## src/rtl/alu_pkg.sv

```systemverilog
// Opcode encodings shared by the ALU datapath, its interface and the top level.
package alu_pkg;

    localparam logic [2:0] OP_ADD = 3'b000;
    localparam logic [2:0] OP_SUB = 3'b001;
    localparam logic [2:0] OP_AND = 3'b010;
    localparam logic [2:0] OP_OR  = 3'b011;
    localparam logic [2:0] OP_XOR = 3'b100;
    localparam logic [2:0] OP_SHL = 3'b101;
    localparam logic [2:0] OP_SHR = 3'b110;
    localparam logic [2:0] OP_NOT = 3'b111;

    typedef enum logic [2:0] {
        AluAdd = OP_ADD,
        AluSub = OP_SUB,
        AluAnd = OP_AND,
        AluOr  = OP_OR,
        AluXor = OP_XOR,
        AluShl = OP_SHL,
        AluShr = OP_SHR,
        AluNot = OP_NOT
    } alu_op_t;

endpackage

```

## src/rtl/alu_if.sv

```systemverilog
// Operand/opcode/enable bundle in, registered result and flags out.
interface alu_if #(
    parameter int unsigned N = 8
);
    logic         en;
    logic [N-1:0] A;
    logic [N-1:0] B;
    logic [2:0]   op_code;
    logic [N-1:0] result_out;
    logic         flag_carry;
    logic         flag_zero;

    modport master (
        output en, A, B, op_code,
        input  result_out, flag_carry, flag_zero
    );

    modport slave (
        input  en, A, B, op_code,
        output result_out, flag_carry, flag_zero
    );
endinterface

```

## src/rtl/alu_core.sv

```systemverilog
// Purely combinational ALU datapath: opcode decode, (N+1)-bit add/sub and shifts with carry-out.
module alu_core
    import alu_pkg::*;
#(
    parameter int unsigned N = 8
) (
    input  logic [N-1:0] A,
    input  logic [N-1:0] B,
    input  logic [2:0]   op,
    output logic [N-1:0] res,
    output logic         carry
);

    localparam int unsigned SW = (N > 1) ? $clog2(N) : 1;

    logic [SW-1:0] shamt;
    logic [N:0]    sum_ext;
    logic [N:0]    diff_ext;
    logic [N:0]    shl_ext;
    logic [N:0]    shr_ext;

    assign shamt    = B[SW-1:0];
    assign sum_ext  = {1'b0, A} + {1'b0, B};
    // Bit N of the extended difference is set exactly when A < B.
    assign diff_ext = {1'b0, A} - {1'b0, B};
    // Extra bit above/below A catches the last bit shifted out; it stays 0 for a zero shift.
    assign shl_ext  = {1'b0, A} << shamt;
    assign shr_ext  = {A, 1'b0} >> shamt;

    always_comb begin
        res   = '0;
        carry = 1'b0;
        unique case (op)
            OP_ADD: {carry, res} = sum_ext;
            OP_SUB: {carry, res} = diff_ext;
            OP_AND: res = A & B;
            OP_OR:  res = A | B;
            OP_XOR: res = A ^ B;
            OP_SHL: {carry, res} = shl_ext;
            OP_SHR: {res, carry} = shr_ext;
            OP_NOT: res = ~A;
            default: begin
                res   = '0;
                carry = 1'b0;
            end
        endcase
    end

endmodule

```

## src/rtl/alu.sv

```systemverilog
// Registered ALU: core datapath plus enabled output register with synchronous active-low reset.
module alu
    import alu_pkg::*;
#(
    parameter int unsigned N = 8
) (
    input logic clk,
    input logic rst_n,
    alu_if.slave bus
);

    logic [N-1:0] core_res;
    logic         core_carry;
    logic         core_zero;

    alu_core #(
        .N (N)
    ) u_core (
        .A     (bus.A),
        .B     (bus.B),
        .op    (bus.op_code),
        .res   (core_res),
        .carry (core_carry)
    );

    assign core_zero = (core_res == '0);

    always_ff @(posedge clk) begin
        if (!rst_n) begin
            bus.result_out <= '0;
            bus.flag_carry <= 1'b0;
            bus.flag_zero  <= 1'b0;
        end else if (bus.en) begin
            bus.result_out <= core_res;
            bus.flag_carry <= core_carry;
            bus.flag_zero  <= core_zero;
        end
    end

endmodule

```

## src/flat_wrapper.sv

```systemverilog
// flat-port wrapper written by rule: the top's interface ports become plain ports
module alu_flat import alu_pkg::*;
#(
    parameter int unsigned N = 8
)
  (clk, rst_n, bus_en, bus_A, bus_B, bus_op_code, bus_result_out, bus_flag_carry, bus_flag_zero);
  alu_if #(.N(N)) bus_i ();
  input logic clk;
  input logic rst_n;
  input wire logic [$bits(bus_i.en)-1:0] bus_en;
  input wire logic [$bits(bus_i.A)-1:0] bus_A;
  input wire logic [$bits(bus_i.B)-1:0] bus_B;
  input wire logic [$bits(bus_i.op_code)-1:0] bus_op_code;
  output wire logic [$bits(bus_i.result_out)-1:0] bus_result_out;
  output wire logic [$bits(bus_i.flag_carry)-1:0] bus_flag_carry;
  output wire logic [$bits(bus_i.flag_zero)-1:0] bus_flag_zero;
  assign bus_i.en = bus_en;
  assign bus_i.A = bus_A;
  assign bus_i.B = bus_B;
  assign bus_i.op_code = bus_op_code;
  assign bus_result_out = bus_i.result_out;
  assign bus_flag_carry = bus_i.flag_carry;
  assign bus_flag_zero = bus_i.flag_zero;
  alu #(.N(N)) u_core (.clk(clk), .rst_n(rst_n), .bus(bus_i));
endmodule
```

## config.mk

```make
export PLATFORM = sky130hd
export DESIGN_NAME = alu_flat
export DESIGN_NICKNAME = d
export VERILOG_FILES = /design/src/rtl/alu_pkg.sv /design/src/rtl/alu_if.sv /design/src/rtl/alu_core.sv /design/src/rtl/alu.sv /design/src/flat_wrapper.sv
export SDC_FILE = /design/constraint.sdc
export NUM_CORES = 1
export LEC_CHECK = 0
export CELL_PAD_IN_SITES_DETAIL_PLACEMENT = 0
export CELL_PAD_IN_SITES_GLOBAL_PLACEMENT = 1
export CORE_AREA = 2 2 72 74
export DETAILED_ROUTE_END_ITERATION = 7
export DIE_AREA = 0 0 74 76
export PLACE_DENSITY = 0.89
export RECOVER_POWER = 25
export SLEW_MARGIN = 25
export SYNTH_ARGS = -nofsm -noshare
export SYNTH_HDL_FRONTEND = slang
export SYNTH_SLANG_ARGS = --single-unit
```

## constraint.sdc

```tcl
create_clock -name clk -period 5.8 [get_ports clk]
set_input_delay 0.87 -clock clk [delete_from_list [all_inputs] [get_ports clk]]
set_output_delay 0.87 -clock clk [all_outputs]
set_load 0.03 [all_outputs]
```

Yosys cells after proc, flatten, opt, wreduce, memory -nomap -nowiden
Cells that the tools add are included.
{"block": "op_classes", "n_bitwise": 4, "n_addsub": 2, "n_reduce_logical": 2, "muxes": 2, "n_shift": 2, "eq_ne": 7}
{"op": "one-hot mux 8 bit (8 select lines)", "n": 1}
{"op": "equality test 3 bit (second input constant)", "n": 4}
{"op": "adder 8 x 8 -> 9 bit", "n": 1}
{"op": "<< shifter 8 x 3 -> 9 bit", "n": 1}
{"op": "right shift 9 x 3 -> 9 bit", "n": 1}
{"op": "subtractor 8 x 8 -> 9 bit", "n": 1}
{"op": "bitwise AND 8 bit", "n": 1}
{"op": "logical NOT 8 bit", "n": 1}
{"op": "NOT 8 bit", "n": 1}
{"op": "OR 8 bit", "n": 1}
{"op": "bitwise XOR 8 bit", "n": 1}
{"op": "equality test 3 x 2 -> 1 bit (second input constant)", "n": 2}
{"op": "one-hot mux 1 bit (4 select lines)", "n": 1}
{"op": "equality test 3 x 1 -> 1 bit (second input constant)", "n": 1}
{"op": "logical NOT 3 bit", "n": 1}
{"block": "totals", "regBits": 10, "wordCells": 22, "inputBits": 22, "out_inout_bits": 10}

Longest topological paths before layout
Gate-level depths: netlist of run 1.
{"block": "logic_depth", "word_depth": 3, "ltp_mapped": 12}

Cells and area by module
From an unflattened synthesis of run 1, not the netlist that was laid out.
{"block": "hier_totals", "hier_cells": 297, "area_unflattened_um2": 2259.7}
{"mod": "alu_core", "seq_area_each_um2": 0.0, "cells_per_inst": 263, "area_per_inst_um2": 1854.3, "n_inst": 1}
{"mod": "alu", "seq_area_each_um2": 200.2, "cells_per_inst": 34, "area_per_inst_um2": 405.4, "n_inst": 1}

Least setup slack after synthesis of run 1
No wires, ideal clock.
{"block": "synth_path", "path_kind": "input to register", "from": "input port bus_B[1]", "to": "register u_core.bus.flag_zero", "slack_ns": 2.512, "arrival_time_ns": 3.156, "t_required_ns": 5.668, "cell_stages": 11, "setup_time_ns": 0.132, "cell_sequence": "buf_2 inv_1 ha_1 a211oi_1 nor2_1 a2111oi_0 a2111oi_0 a211oi_1 xor2_1 o311ai_1 o31ai_2"}
{"block": "synth_via", "elab_chain_len": 3, "elab_cells_between_ends": 9, "cone_classes": "add/sub: 2; shift: 2; mux: 1; bitwise: 3; reduce/logical: 1"}
{"element": "start, declared", "line": "flat_wrapper.sv:12", "source": "input wire logic [$bits(bus_i.B)-1:0] bus_B;"}
{"element": "subtractor 8 x 8 -> 9 bit, or another cell as far along", "line": "alu_core.sv:25", "source": "assign diff_ext = {1'b0, A} - {1'b0, B};"}
{"element": "one-hot mux 8 bit (8 select lines) (*)", "line": "alu_core.sv:33", "source": "unique case (op)"}
{"element": "logical NOT 8 bit (*)", "line": "alu.sv:26", "source": "assign core_zero = (core_res == '0);"}
{"element": "end signal, assigned", "line": "alu.sv:36", "source": "bus.flag_zero <= core_zero;"}
{"element": "end, declared", "line": "alu_if.sv:20", "source": "output result_out, flag_carry, flag_zero"}
Mark *: on every way between the ends. The rest lies on a longest branch, timed or not.
A chain may end at the register's enable or synchronous reset.

Worst setup path after layout of run 1
{"block": "layout_path", "from": "input port bus_B[0]", "to": "register u_core.bus.flag_zero"}
Same word-level chain as after synthesis.

==> reports/qor.yml, run 1 <==
die:
  io_pins: 32
  dieHeight_um: 76
  die-area_um2: 5620
  start_util: 0.420
  dieWidth_um: 74
  core_um2: 4910
  row_count: 26
setup_path:
  cp-end-kind: "flop"
  required_ps: 5960
  cp-start-kind: "input port"
  crit_type: "input port to flop"
  arrival_ps: 4060
  path_max_fanout: 21
outcome:
  outcome: "complete, no violations"
power:
  p_per_area_nw_per_um2: 146
  p_sw_frac: 0.399
  p_leak_uw: 0.00107
  p_sw_uw: 143
  p_comb_frac: 0.539
  peakVddDrop_uv: 75.9
  intPower_uw: 215
  power.clock.fraction: 0.246
  power_frac_seq: 0.215
cts:
  post_cts_buffers: 0
  cts_resized: 0
  htree_levels: 1
  clkTransAtPathRegs_ps: 50
  cts_max_path_buffers: 2
  cts_buffers: 3
  cts_num_sinks: 10
  clock_latency_ps: 240
  root_buffer: "clkbuf_8"
  cts_tree: "yes"
  ctsHoldBuffers: 0
timing:
  fmax_mhz: 256
  tightest_slew_ps: 801
  maxSlewHeadroom: 0.464
  fin_setup_tns_ps: 0
  holdWs_ps: 481
  period_minus_slack_ps: 3900
  drv_slew: 0
  clock_skew_ps: 0
  hold_viol_final: 0
  fin_crit_sh: 0.673
  rsz0062_at_grt: "no"
  setup_violations: 0
logic_synthesis:
  synthArstFlopShare: 0
  synth-edff-count: 0
  synth.distinct_cells: 61
  ys_ff_latch: 10
  synth_flop_cell: "dfxtp_1"
  syn_avg_cell_area_um2: 7.79
  ys_seq_area_frac: 0.0970
  syn_inst: 265
  synth_warnings: 0
  syn_area_um2: 2060
  synth_nets: 314
route:
  final_antenna_net_count: 0
  routed-via-count: 2153
  drt_wl_total_um: 6100
  vias_per_cell: 6.01
  avgRoutedWirePerCell_um: 17.0
  drc_errors: 0
  drt_iter0_drc: 237
  drt_pre_antenna_iters: 5
job:
  maxCapViolations: 0
global_route:
  grt_busiest_layer: "met2"
  grt_pass1_wl_um: 9890
  gr-total-overflow: 0
  grt_pass1_vias: 1979
  grt.total_usage: 0.220
  met1_usage: 0.315
  antenna_found_initial: 0
  grt_use_met2: 0.354
  met3_usage: 0.0172
  grt_max_degree: 22
final_layout:
  final_common_cell: "inv_1"
  final_cell_mix: "inv_1, clkdlybuf4s50_1, ha_1, nor2_1, nand2_1"
  fin_area_um2: 2460
  fin_nets: 338
  multi_input_area_um2: 1670
  drive_gt1_frac: 0.0729
  antenna_cells: 0
  n_fill_cell: 505
  regArea_um2: 200
  area_growth_pct: 19.0
placed_design:
  dpl.hpwl_um: 4730
  routabilityCongestion: 0.943
  placed_area_um2: 2400
  portBuffers: 31
hold_path:
  hold_path_class: "flop to flop"
per-stage QoR:
stage                util  cells  total power, uW  worst slack (ps)
floorplan               -    265              205              2510
global placement    0.489    354              267              1730
detailed placement  0.489    354              269              1630
CTS                 0.500    358              357              1890
global route        0.500    358              378              1600
finish              0.500    358              358              1900
path summary, 6_finish.rpt:
check                      startpoint                       end  slack, ps  depth (start not counted)
min          u_core.bus.result_out[3]  u_core.bus.result_out[3]        480                          2
min reg2reg  u_core.bus.result_out[3]  u_core.bus.result_out[3]        480                          2
max reg2reg  u_core.bus.result_out[7]  u_core.bus.result_out[7]       5000                          2
max                          bus_B[0]      u_core.bus.flag_zero       1900                         12
Yosys cell counts, types with 6 or more instances:
| cell type | count | area [um2] |
|---|---|---|
| nor2_1 | 22 | 82.6 |
| o21ai_0 | 11 | 55.1 |
| mux4_2 | 6 | 135 |
| nand2_1 | 19 | 71.3 |
| inv_1 | 28 | 105 |
| ha_1 | 25 | 313 |
| a21oi_1 | 9 | 45.0 |
| a211oi_1 | 7 | 52.6 |
| dfxtp_1 | 10 | 200 |
| mux2i_1 | 15 | 150 |
| o22ai_1 | 6 | 37.5 |
| buf_2 | 9 | 45.0 |
registers in the layout, summed over array words and instances (netlist names):
name and cells:
u_core.bus.flag_carry 1, u_core.bus.flag_zero 1, u_core.bus.result_out 8
power by group through the flow:
stage	Combinational [uW]	Sequential, uW	Clock [uW]
after detailed placement	190	78.2	0
after global routing	210	77.3	90.5
after CTS	191	76.9	89.0
after global placement	189	78.1	0
after floorplan	116	89.1	0
final	193	76.8	88.0
per-layer routing:
layer	vias up	part of all wire
met4	0	0.014
met5	-	0
met1	1014	0.45
li1	1029	-
met2	101	0.46
met3	9	0.069
cell type report:
cell class                      count  share of cell area
Multi-Input combinational cell    211               0.681
Inverter                           29              0.0443
Tap cell                           70              0.0356
Timing Repair Buffer               34               0.135
Clock buffer                        4              0.0224
Sequential cell                    10              0.0815
logic make-up after synthesis:
family,count (synthesis),share of synthesized area
AO/OA/AOI/OAI,78,0.282
XOR/XNOR,5,0.0212
adder cells (fa/ha/maj),27,0.171
buffers and inverters,44,0.0927
flip-flops,10,0.0970
multiplexers,23,0.151
AND/OR/NAND/NOR,78,0.185
critical path, cell delays in order:
cell             delay (ps)
clkdlybuf4s50_1         450
buf_4                   270
ha_1                    310
inv_1                    80
fa_1                    400
o21bai_1                180
a21oi_1                 130
o31ai_1                 430
xnor2_1                 180
a22oi_1                 110
or4_1                   470
o31ai_2                 180
Note: power is estimated with default switching activity, not from simulation.
==> run 2, diff against run 1 <==
- CORE_AREA: 2 2 72 74 -> 2 2 74 76
- DIE_AREA: 0 0 74 76 -> 0 0 76 78
- PLACE_DENSITY: 0.89 -> 0.85
- clock period: 5.8 -> 3.7 ns (I/O delays scaled with it)
==> run 2 against run 1 <==
Net effect:
- sequential share of layout area decreased by 0.37 points
- final cell count increased by 3.9%
- utilization increased by 1.0 points
- clock power increased by 52%
- register-to-register slack got worse by 2100 ps
- combinational power increased by 63%
- critical path type unchanged
- largest cell class unchanged
==> reports/qor.yml, run 2 (synthesis gave the netlist of run 1 again) <==
cts:
  cts_tree: "yes"  # unchanged
  root_buffer: "clkbuf_8"  # unchanged
  htree_levels: 1  # unchanged
  clock_latency_ps: 240  # about the same
  cts_buffers: 3  # unchanged
  cts_resized: 0  # unchanged
  cts_max_path_buffers: 2  # unchanged
  clkTransAtPathRegs_ps: 40  # was 50 ps
  post_cts_buffers: 0  # unchanged
  ctsHoldBuffers: 0  # unchanged
  cts_num_sinks: 10  # unchanged
global_route:
  grt_max_degree: 32  # was 22
  grt_pass1_vias: 2014  # was 1979
  grt_busiest_layer: "met2"  # unchanged
  grt.total_usage: 0.206  # was 0.220
  grt_use_met2: 0.347  # was 0.354
  met1_usage: 0.277  # was 0.315
  met3_usage: 0.0221  # was 0.0172
  grt_pass1_wl_um: 9900  # was 9890 um
  gr-total-overflow: 0  # unchanged
  antenna_found_initial: 0  # unchanged
timing:
  period_minus_slack_ps: 3300
  fin_setup_tns_ps: 0  # unchanged
  rsz0062_at_grt: "no"  # unchanged
  drv_slew: 0  # unchanged
  hold_viol_final: 0  # unchanged
  maxSlewHeadroom: 0.544  # was 0.464
  tightest_slew_ps: 679  # was 801 ps
  fmax_mhz: 303
  fin_crit_sh: 0.893
  setup_violations: 0  # unchanged
  clock_skew_ps: 0  # unchanged
die:
  io_pins: 32  # unchanged
  die-area_um2: 5930  # was 5620 um2
  core_um2: 5040  # was 4910 um2
  dieHeight_um: 78  # was 76 um
  dieWidth_um: 76  # was 74 um
  row_count: 26  # unchanged
  start_util: 0.409  # was 0.420
job:
  maxCapViolations: 0  # unchanged
power:
  intPower_uw: 349  # was 215 uW
  p_sw_frac: 0.389  # was 0.399
  p_leak_uw: 0.00114  # was 0.00107 uW
  power.clock.fraction: 0.236  # was 0.246
  peakVddDrop_uv: 133  # was 75.9 uV
  p_sw_uw: 222  # was 143 uW
  p_per_area_nw_per_um2: 222  # was 146 nW/um2
  p_comb_frac: 0.553  # was 0.539
  power_frac_seq: 0.211  # was 0.215
hold_path:
  whs_path_depth: 1  # was 2
  hold_path_end: "u_core.bus.result_out[5]"  # was u_core.bus.result_out[3]
  hold_path_class: "flop to flop"  # unchanged
  hold_start: "u_core.bus.result_out[5]"  # was u_core.bus.result_out[3]
outcome:
  outcome: "complete, no violations"  # unchanged
final_layout:
  largest_register_ff_count: 8  # unchanged
  fin_nets: 352  # was 338
  n_fill_cell: 516  # was 505
  drive_gt1_frac: 0.116  # was 0.0729
  reg_top3: "u_core.bus.result_out: 8 flops, u_core.bus.flag_carry: 1 flops, u_core.bus.flag_zero: 1 flops"  # unchanged
  final_cell_mix: "inv_1, clkdlybuf4s50_1, ha_1, nor2_1, nand2_1"  # unchanged
  antenna_cells: 0  # unchanged
  final_common_cell: "inv_1"  # unchanged
  top_register: "u_core.bus.result_out"  # unchanged
  area_growth_pct: 24.7  # was 19.0%
  fin_area_um2: 2570  # was 2460 um2
route:
  vias_per_cell: 5.95  # was 6.01
  drt_wl_total_um: 6130  # was 6100 um
  final_antenna_net_count: 0  # unchanged
  drc_errors: 0  # unchanged
  drt_iter0_drc: 219  # was 237
  routed-via-count: 2212  # was 2153
  avgRoutedWirePerCell_um: 16.5  # was 17.0 um
  drt_pre_antenna_iters: 5  # unchanged
setup_path:
  reg2reg_depth: 2  # unchanged
  path_cells: "clkdlybuf4s50_1 -> inv_1 -> ha_1 -> a211oi_1 -> nor2_1 -> a2111oi_0 -> a2111oi_0 -> a211oi_1 -> xor2_1 -> o311ai_1 -> o31ai_2"  # was clkdlybuf4s50_1 -> buf_4 -> ha_1 -> inv_1 -> fa_1 -> o21bai_1 -> a21oi_1 -> o31ai_1 -> xnor2_1 -> a22oi_1 -> or4_1 -> o31ai_2
  crit_slowest_cell: "clkdlybuf4s50_1"  # was or4_1
  cp-start-kind: "input port"  # unchanged
  r2r_setup_slack_ps: 2900  # was 5000 ps
  regToRegEndpoint: "u_core.bus.result_out[7]"  # unchanged
  path_max_fanout: 3  # was 21
  cp-end-kind: "flop"  # unchanged
  cpPeakStageDelay_ps: 520  # was 470 ps
  crit_type: "input port to flop"  # unchanged
  reg2reg_from: "u_core.bus.result_out[7]"  # unchanged
  arrival_ps: 3410  # was 4060 ps
  required_ps: 3810  # was 5960 ps
placed_design:
  placed_area_um2: 2520  # was 2400 um2
  portBuffers: 31  # unchanged
  routabilityCongestion: 0.918  # was 0.943
  dpl.hpwl_um: 4960  # was 4730 um
run 2: stage by stage:
step                instances   util  power [uW]  worst slack, ps  hold WS [ps]
floorplan                 265      -         322              727           605
global placement          368  0.500         432              249           464
detailed placement        368  0.500         435              177           478
CTS                       372  0.511         572              432           484
global route              372  0.511         606              234           502
finish                    372  0.511         571              396           479
run 2: final cells by class:
| type | count | area, um2 | share of cell area |
|---|---|---|---|
| well taps | 70 | 87.6 | 0.0340 |
| multi-input cells | 211 | 1670 | 0.650 |
| repair buffers | 48 | 450 | 0.175 |
| flip-flops and latches | 10 | 200 | 0.0777 |
| clock buffers | 4 | 55.1 | 0.0214 |
| inverters | 29 | 109 | 0.0423 |
run 2: power groups by stage:
| stage | clock (uW) | combinational, uW | sequential (uW) |
|---|---|---|---|
| detailed placement | 0 | 312 | 123 |
| CTS | 137 | 313 | 121 |
| finish | 134 | 315 | 121 |
| global route | 144 | 340 | 121 |
| global placement | 0 | 310 | 122 |
| floorplan | 0 | 182 | 140 |
run 2: how the worst max path moves through the flow:
| stage | cells after the start | slack, ps | start | end |
|---|---|---|---|---|
| 4_1_cts | 11 | 430 | bus_B[1] | u_core.bus.flag_zero |
| 5_1_grt | 11 | 230 | bus_A[2] | u_core.bus.flag_zero |
| 2_1_floorplan | 11 | 730 | bus_B[1] | u_core.bus.flag_zero |
| 3_5_place_dp | 11 | 180 | bus_B[1] | u_core.bus.flag_zero |
| 3_3_place_gp | 11 | 250 | bus_B[1] | u_core.bus.flag_zero |
| 6_report | 11 | 400 | bus_B[1] | u_core.bus.flag_zero |
run 2: worst max-delay path: cells and delay by family:
| family | cells | cell delay (ps) |
|---|---|---|
| AOI/OAI and AO/OA | 6 | 1700 |
| xor gates and xnor gates | 1 | 110 |
| adders and majority gates | 1 | 320 |
| buffers and inverters | 2 | 600 |
| and+or+nand+nor | 1 | 120 |
run 2: routing by layer:
metal,share of wire,vias to the layer above
met1,0.45,1025
met3,0.077,8
met4,0.016,0
met2,0.46,114
met5,0,-
li1,-,1065
==> run 3, diff against run 2 <==
- GPL_ROUTABILITY_DRIVEN: unset -> 0
==> run 3 against run 2 <==
Net effect:
- die area did not move
- maximum frequency fell by 1.3%
- count of clock-buffer cells in the layout fell by 1
- global-route usage rose by 0.27 points
- final cell count fell by 0.54%
- worst setup slack got worse by 43 ps
- sequential share of layout area rose by 0.065 points
- clock power fell by 21%
- first-iteration DRC count rose by 19%
- utilization fell by 0.42 points
- critical path type unchanged
- largest cell class unchanged
- largest power group unchanged
==> reports/qor.yml, run 3 (synthesis gave the netlist of run 1 again) <==
global_route:
  gr-total-overflow: 0  # unchanged
  antenna_found_initial: 0  # unchanged
  grt.total_usage: 0.208  # was 0.206
  grt_pass1_vias: 1983  # was 2014
  grt_pass1_wl_um: 10100  # was 9900 um
  grt_max_degree: 32  # unchanged
cts:
  cts_resized: 0  # unchanged
  post_cts_buffers: 0  # unchanged
  cts_tree: "yes"  # unchanged
  root_buffer: "clkbuf_8"  # unchanged
  ctsHoldBuffers: 0  # unchanged
  cts_max_path_buffers: 2  # unchanged
  cts_num_sinks: 10  # unchanged
  clock_latency_ps: 230  # was 240 ps
  clkTransAtPathRegs_ps: 40  # about the same
  cts_buffers: 3  # unchanged
  htree_levels: 1  # unchanged
power:
  p_leak_uw: 0.00113  # was 0.00114 uW
  peakVddDrop_uv: 128  # was 133 uV
  total_power_uw: 542  # was 571 uW
  p_per_area_nw_per_um2: 212  # was 222 nW/um2
route:
  drc_errors: 0  # unchanged
  drt_iter0_drc: 261  # was 219
  routed-via-count: 2178  # was 2212
  avgRoutedWirePerCell_um: 16.7  # was 16.5 um
  drt_wl_total_um: 6170  # was 6130 um
  drt_pre_antenna_iters: 5  # unchanged
  final_antenna_net_count: 0  # unchanged
  vias_per_cell: 5.89  # was 5.95
die:
  die-area_um2: 5930  # unchanged
  dieWidth_um: 76  # unchanged
  row_count: 26  # unchanged
  io_pins: 32  # unchanged
  core_um2: 5040  # unchanged
  start_util: 0.409  # unchanged
  dieHeight_um: 78  # unchanged
timing:
  setup_violations: 0  # unchanged
  period_minus_slack_ps: 3350  # was 3300 ps
  fin_crit_sh: 0.905  # was 0.893
  maxSlewHeadroom: 0.606  # was 0.544
  rsz0062_at_grt: "no"  # unchanged
  holdWs_ps: 476  # was 479 ps
  fmax_mhz: 299  # was 303 MHz
  drv_slew: 0  # unchanged
  clock_skew_ps: 0  # unchanged
  hold_viol_final: 0  # unchanged
  fin_setup_tns_ps: 0  # unchanged
  tightest_slew_ps: 586  # was 679 ps
hold_path:
  whs_path_depth: 2  # was 1
  hold_start: "u_core.bus.result_out[4]"  # was u_core.bus.result_out[5]
  hold_path_class: "flop to flop"  # unchanged
  hold_path_end: "u_core.bus.result_out[4]"  # was u_core.bus.result_out[5]
setup_path:
  reg2reg_from: "u_core.bus.result_out[7]"  # unchanged
  reg2reg_depth: 2  # unchanged
  r2r_setup_slack_ps: 2910  # was 2900 ps
  cp-start-kind: "input port"  # unchanged
  arrival_ps: 3490  # was 3410 ps
  cp-end-kind: "flop"  # unchanged
  crit_start: "bus_A[0]"  # was bus_B[1]
  crit_type: "input port to flop"  # unchanged
  required_ps: 3850  # was 3810 ps
  regToRegEndpoint: "u_core.bus.result_out[7]"  # unchanged
  path_max_fanout: 7  # was 3
job:
  maxCapViolations: 0  # unchanged
placed_design:
  placed_cells: 367  # was 368
  dpl.hpwl_um: 4860  # was 4960 um
  portBuffers: 31  # unchanged
final_layout:
  reg_top3: "u_core.bus.result_out: 8 flops, u_core.bus.flag_carry: 1 flops, u_core.bus.flag_zero: 1 flops"  # unchanged
  top_register: "u_core.bus.result_out"  # unchanged
  fin_nets: 351  # was 352
  drive_gt1_frac: 0.110  # was 0.116
  fin_cells: 370  # was 372
  antenna_cells: 0  # unchanged
  area_growth_pct: 23.7  # was 24.7%
  final_common_cell: "inv_1"  # unchanged
  largest_register_ff_count: 8  # unchanged
  final_cell_mix: "inv_1, clkdlybuf4s50_1, ha_1, nor2_1, nand2_1"  # unchanged
  final_util: 0.506  # was 0.511
outcome:
  outcome: "complete, no violations"  # unchanged
==> run 3: cell count changes in the layout (fill, tap and decap cells not counted) <==
| cell | change |
|---|---|
| buf_4 | -1 |
| clkbuf_8 | -1 |
==> run 3: layout make-up <==
type	count	area, um2
fillers	517	2490
multi-input cells	211	1670
repair buffers	47	443
flip-flops and latches	10	200
inverters	29	109
well taps	70	87.6
clock buffers	3	41.3
==> run 3: per-layer routing <==
layer | vias to the layer above | global-route usage | routed length, um
li1 | 1062 | - | -
met2 | 102 | 0.346 | 2870
met5 | - | 0 | 0
met1 | 1008 | 0.296 | 2860
met3 | 6 | 0.0151 | 389
met4 | 0 | 0.0473 | 55
==> run 3: worst max-delay path by stage <==
stage | to | cells after the start
6_report | u_core.bus.flag_zero | 13
5_1_grt | u_core.bus.flag_zero | 11
4_1_cts | u_core.bus.flag_zero | 13
3_5_place_dp | u_core.bus.flag_zero | 13
3_3_place_gp | u_core.bus.flag_zero | 13
2_1_floorplan | u_core.bus.flag_zero | 11
==> run 3: stage by stage <==
step	area, um2	worst slack [ps]
2_1_floorplan	2060	727
3_3_place_gp	2510	153
3_5_place_dp	2510	138
4_1_cts	2550	347
5_1_grt	2550	113
6_report	2550	353
==> run 3: report_power, final <==
group	internal (uW)	total, uW	switching, uW	leakage (uW)
clock	70.6	106	35.5	0.0000216
combinational	138	315	177	0.00103
sequential	117	120	3.59	0.0000826
total	325	542	216	0.00113
==> run 3: critical path, stage by stage <==
cell and delay, ps:
clkdlybuf4s50_1 540, inv_1 140, ha_1 190, inv_1 60
fa_1 410, xor2_1 160, o221ai_1 120, o31ai_1 130
a32oi_1 200, nor3_1 210, nand3_1 110, or4_1 500
o31ai_2 170
